<file path="src/rtl/cla_addsub_pipe.sv">
// cla_addsub_pipe: pipelined, chunked carry-lookahead adder/subtractor with a valid/ready stream.
// Optional signed saturation is built only when CLA_SAT_EN is defined.
module cla_addsub_pipe #(
    parameter int WIDTH  = 32,
    parameter int STAGES = 2
) (
    input  logic             clk,
    input  logic             rst_n,
    input  logic             in_valid,
    output logic             in_ready,
    input  logic [WIDTH-1:0] a,
    input  logic [WIDTH-1:0] b,
    input  logic             sub,
    input  logic             cin,
    input  logic             sat,
    output logic             out_valid,
    input  logic             out_ready,
    output logic [WIDTH-1:0] sum,
    output logic             cout,
    output logic             ovf,
    output logic             zero
);

    localparam int CW = WIDTH / STAGES;
    localparam int L  = STAGES - 1;

    typedef struct packed {
        logic             v;
        logic             sat;
        logic             c;
        logic             cm;
        logic             o;
        logic             z;
        logic [WIDTH-1:0] a;
        logic [WIDTH-1:0] b;
        logic [WIDTH-1:0] s;
    } beat_t;

    beat_t pin [STAGES];
    beat_t nxt [STAGES];
    beat_t pq  [STAGES];
    logic  adv;
    logic  unused_bits;

    // c[i] = OR_j (g[j] & p[j+1..i-1]) | (p[0..i-1] & c0), flattened per bit
    function automatic logic [CW:0] cla(
        input logic [CW-1:0] g,
        input logic [CW-1:0] p,
        input logic          c0
    );
        logic [CW:0] c;
        logic        t;
        c    = '0;
        c[0] = c0;
        for (int i = 1; i <= CW; i++) begin
            t = c0;
            for (int j = 0; j < i; j++) t = t & p[j];
            c[i] = t;
            for (int j = 0; j < i; j++) begin
                t = g[j];
                for (int m = j + 1; m < i; m++) t = t & p[m];
                c[i] = c[i] | t;
            end
        end
        return c;
    endfunction

    function automatic beat_t stage_f(input beat_t d, input int k);
        beat_t         r;
        logic [CW-1:0] g;
        logic [CW-1:0] p;
        logic [CW:0]   c;
        g = d.a[k*CW +: CW] & d.b[k*CW +: CW];
        p = d.a[k*CW +: CW] ^ d.b[k*CW +: CW];
        c = cla(g, p, d.c);
        r = d;
        r.s[k*CW +: CW] = p ^ c[CW-1:0];
        r.c  = c[CW];
        r.cm = c[CW-1];
        return r;
    endfunction

    always_comb begin
        pin[0]   = '0;
        pin[0].v = in_valid;
`ifdef CLA_SAT_EN
        pin[0].sat = sat;
`endif
        pin[0].c = cin ^ sub;
        pin[0].a = a;
        pin[0].b = sub ? ~b : b;
        for (int k = 1; k < STAGES; k++) pin[k] = pq[k-1];
        for (int k = 0; k < STAGES; k++) nxt[k] = stage_f(pin[k], k);
        // flags use the raw sum; zero is taken after any clamp
        nxt[L].o = nxt[L].c ^ nxt[L].cm;
`ifdef CLA_SAT_EN
        if (nxt[L].sat && nxt[L].o)
            nxt[L].s = nxt[L].a[WIDTH-1] ? {1'b1, {(WIDTH-1){1'b0}}}
                                         : {1'b0, {(WIDTH-1){1'b1}}};
`endif
        nxt[L].z = (nxt[L].s == '0);
    end

    always_ff @(posedge clk or negedge rst_n) begin
        if (!rst_n) begin
            for (int k = 0; k < STAGES; k++) pq[k] <= '0;
        end else if (adv) begin
            for (int k = 0; k < STAGES; k++) pq[k] <= nxt[k];
        end
    end

    // lower operand bits and mid-pipe flag fields are dead by design
    always_comb begin
        unused_bits = sat;
        for (int k = 0; k < STAGES; k++) unused_bits = unused_bits ^ (^pq[k]);
    end

    assign adv       = !pq[L].v || out_ready;
    assign in_ready  = adv;
    assign out_valid = pq[L].v;
    assign sum       = pq[L].s;
    assign cout      = pq[L].c;
    assign ovf       = pq[L].o;
    assign zero      = pq[L].z;

endmodule
</file>
<file path="config.mk">
export PLATFORM = sky130hd
export DESIGN_NAME = cla_addsub_pipe
export DESIGN_NICKNAME = d
export VERILOG_FILES = /design/src/rtl/cla_addsub_pipe.sv
export SDC_FILE = /design/constraint.sdc
export NUM_CORES = 1
export LEC_CHECK = 0
export ABC_AREA = 1
export ABC_CLOCK_PERIOD_IN_PS = 2580
export CAP_MARGIN = 20
export CORE_ASPECT_RATIO = 1.25
export CORE_MARGIN = 3
export CORE_UTILIZATION = 40
export DETAILED_ROUTE_END_ITERATION = 8
export MAX_ROUTING_LAYER = met4
export PLACE_DENSITY = 0.65
export SLEW_MARGIN = 20
export SYNTH_ARGS = -nofsm -noshare
export SYNTH_HDL_FRONTEND = slang
export SYNTH_SLANG_ARGS = --single-unit
</file>
<file path="constraint.sdc">
create_clock -name clk -period 2.58 [get_ports clk]
set_input_delay 0.387 -clock clk [delete_from_list [all_inputs] [get_ports clk]]
set_output_delay 0.387 -clock clk [all_outputs]
set_load 0.05 [all_outputs]
</file>
==> out/metrics.cfg <==
[detailed_routing]
vias=4308
totalWireLength_mm=11.5
dr.pass1.iters=4
dr.first_iter.drc_count=166
drc=0
ant_nets=0
vias_per_cell=4.77
wl_per_cell_um=12.7

[place]
place_ws_ns=-0.318
gp_congestion=0.882
numPortBuffers=106
place_hpwl_mm=8.59

[grt]
grt_use_total_pct=18.0
grt_first_pass_wirelength_mm=19.7
grt_pass1_vias=4302
antenna_found_initial=0
gr-total-overflow=0
grt_max_degree=64

[critical_path]
path_max_fanout=3
r2r_cells=14
cp-end-kind=flip-flop
slowest_delay_ns=0.54
crit_path_cell_trace=fa_1 > nor2_1 > nand2_1 > nor2_1 > nand3_1 > nor2_1 > nand3_1 > nor2_1 > nand3_1 > nor2_1 > nand3_1 > nor2_1 > nand3_1 > nand2_1
r2r-start=nxt[48]$_DFFE_PN0P_
ff2ff_setup_slack_ns=0.26
arrival_ns=2.60
required_ns=2.86
startpoint_type=flip-flop
r2r_end=zero$_DFFE_PN0P_
crit_type=flip-flop to flip-flop
cpMostUsedCell=nor2_1
crit_slowest_cell=fa_1

[clock_network]
clk_pin_slew_ns=0.07
cts_resized=0
cts_tree=done
clk_path_buf_depth=2
cts_made_buffers=9
clock_latency_ns=0.34
clkSinkCount=86
h-tree-depth=3
postCtsSetupRepairBufs=0
root_buffer=clkbuf_16
holdBufCountCts=0

[sta]
max_freq_mhz=431
max_slew_margin_pct=46.8
setup_ws_ns=0.258
setup_viol=0
fin_crit_sh_pct=90.0
finalCriticalPeriod_ns=2.32
rsz0062_at_grt=no
slew_violations=0
timing.final.hold_violations=0
skew_ns=0.00876
tightest_slew_ns=0.798

[synth]
yosysWarnings=0
syn_area_per_cell_um2=7.95
syn-instance-count=625
syn-cell-area_um2=4970
ys_types=29
synth-seq-area-share_pct=43.3
synth_fp_nets=732
synth-seq-cells=86

[pwr]
cellPowerDensity_nw_per_um2=915
leakage_nw=3.23
power_mw=6.10
peakVddDrop_v=0.000421

[floorplanning]
dieArea_um2=13800
die_w_um=106
fp.dieH_um=131
start_util_pct=41.8
core-area_um2=11900
row_count=44
io_pins=108

[job]
drv_cap=0

[cells_and_area]
final_nets=844
diodes=0
syn_to_final_growth_pct=34.3
layout-drive-gt1-share_pct=8.76

[min_path]
hold_path.class=primary input to async pin

[run_status]
status=completed

==> synth_stat cells <==
master / instances / area share, %
nand3_2: 4 / 0.81
a31oi_1: 5 / 0.63
or2_2: 5 / 0.63
nand3_1: 27 / 2.7
inv_2: 2 / 0.15
buf_2: 3 / 0.30
o21a_1: 3 / 0.45
xor2_1: 18 / 3.2
nand2_2: 9 / 1.1
buf_1: 3 / 0.23
nor3b_1: 1 / 0.15
o21ai_0: 48 / 4.8
o31ai_1: 1 / 0.15
inv_1: 49 / 3.7
dfrtp_1: 86 / 43
a21oi_1: 12 / 1.2
xnor2_1: 23 / 4.1
nor3_4: 1 / 0.33
o21ai_1: 3 / 0.30
clkbuf_1: 16 / 1.2
nor3_1: 5 / 0.50
fa_1: 2 / 0.81
ha_1: 34 / 8.6
nand2_1: 213 / 16
and2_1: 1 / 0.13
nor2_1: 42 / 3.2
nand3b_1: 5 / 0.76
nand4_1: 1 / 0.13
o22ai_1: 3 / 0.38
==> worst max-delay path: cells and delay by family, from the launching register on <==
kind	cells	cell delay [ns]
adder cells (fa/ha/maj)	1	0.54
flip-flops	1	0.42
AND/OR/NAND/NOR	13	1.30
==> layout by cell type (no fill, tap or decap), types with 2 or more instances in the layout <==
master / netlist / final
nand2_1: 213 / 208
clkdlybuf4s50_1: 0 / 102
dfrtp_1: 86 / 86
inv_1: 49 / 48
o21ai_0: 48 / 47
nor2_1: 42 / 42
ha_1: 34 / 34
nand3_1: 27 / 26
xnor2_1: 23 / 22
xor2_1: 18 / 18
buf_4: 0 / 17
nand2_2: 9 / 14
a21oi_1: 12 / 12
clkbuf_16: 0 / 9
nand3_2: 4 / 5
a31oi_1: 5 / 5
nor3_1: 5 / 5
or2_2: 5 / 5
nand3b_1: 5 / 5
o21ai_1: 3 / 4
inv_2: 2 / 3
o21a_1: 3 / 3
o22ai_1: 3 / 3
bufinv_16: 0 / 3
fa_1: 2 / 2
buf_12: 0 / 2
==> layer usage <==
| metal | GRT usage, % | routed length (um) |
|---|---|---|
| met1 | 22.0 | 5290 |
| met2 | 30.8 | 5580 |
| met3 | 3.64 | 505 |
| met4 | 4.57 | 103 |
| met5 | - | 0 |
==> area by class of cell <==
type                       instances  area [um2]
inverter                          51         191
clock buffer                      10         239
sequential                        86        2150
timing repair buffer             123        1210
multi-input combinational        466        2560
fill                            1131        5220
tap                              161         201
clock inverter                     6         118
==> where the power goes <==
part | leakage, nW | switching, mW | internal [mW]
combinational | 2.03 | 1.68 | 0.955
sequential | 1.03 | 0.232 | 1.71
clock | 0.171 | 0.544 | 0.981
total | 3.23 | 2.45 | 3.65
==> logic make-up after synthesis <==
family,synth area share [%]
AO/OA/AOI/OAI,7.96
XOR/XNOR,7.23
adder cells (fa/ha/maj),9.37
buffers and inverters,5.59
flip-flops,43.3
AND/OR/NAND/NOR,26.5
==> through the flow <==
stage	utilization, %	cells	hold WS, ns	TNS (ns)	instance area [um2]
global placement	53.0	887	0.430	-1.60	6300
finish	56.1	903	0.107	0	6670
detailed placement	53.0	887	0.437	-2.18	6300
global route	56.1	903	0.185	0	6670
CTS	56.0	903	0.157	0	6650
floorplan	-	625	0.0914	0	4980
==> sequential cells by signal, summed over array words and instances, names as in the netlist <==
register,flops
out_valid,1
sum,32
cout,1
nxt,49
ovf,1
pin,1
zero,1
==> worst max-delay path by stage <==
stage	cells after the start	slack [ns]	from	to
6_report	14	0.26	nxt[48]$_DFFE_PN0P_	zero$_DFFE_PN0P_
3_5_place_dp	17	-0.32	b[0]	nxt[14]$_DFFE_PN0P_
2_1_floorplan	18	0.02	sub	nxt[14]$_DFFE_PN0P_
5_1_grt	14	0.06	nxt[48]$_DFFE_PN0P_	zero$_DFFE_PN0P_
3_3_place_gp	17	-0.26	b[0]	nxt[14]$_DFFE_PN0P_
4_1_cts	17	0.04	b[0]	nxt[14]$_DFFE_PN0P_
(Power assumes the default switching activity.)
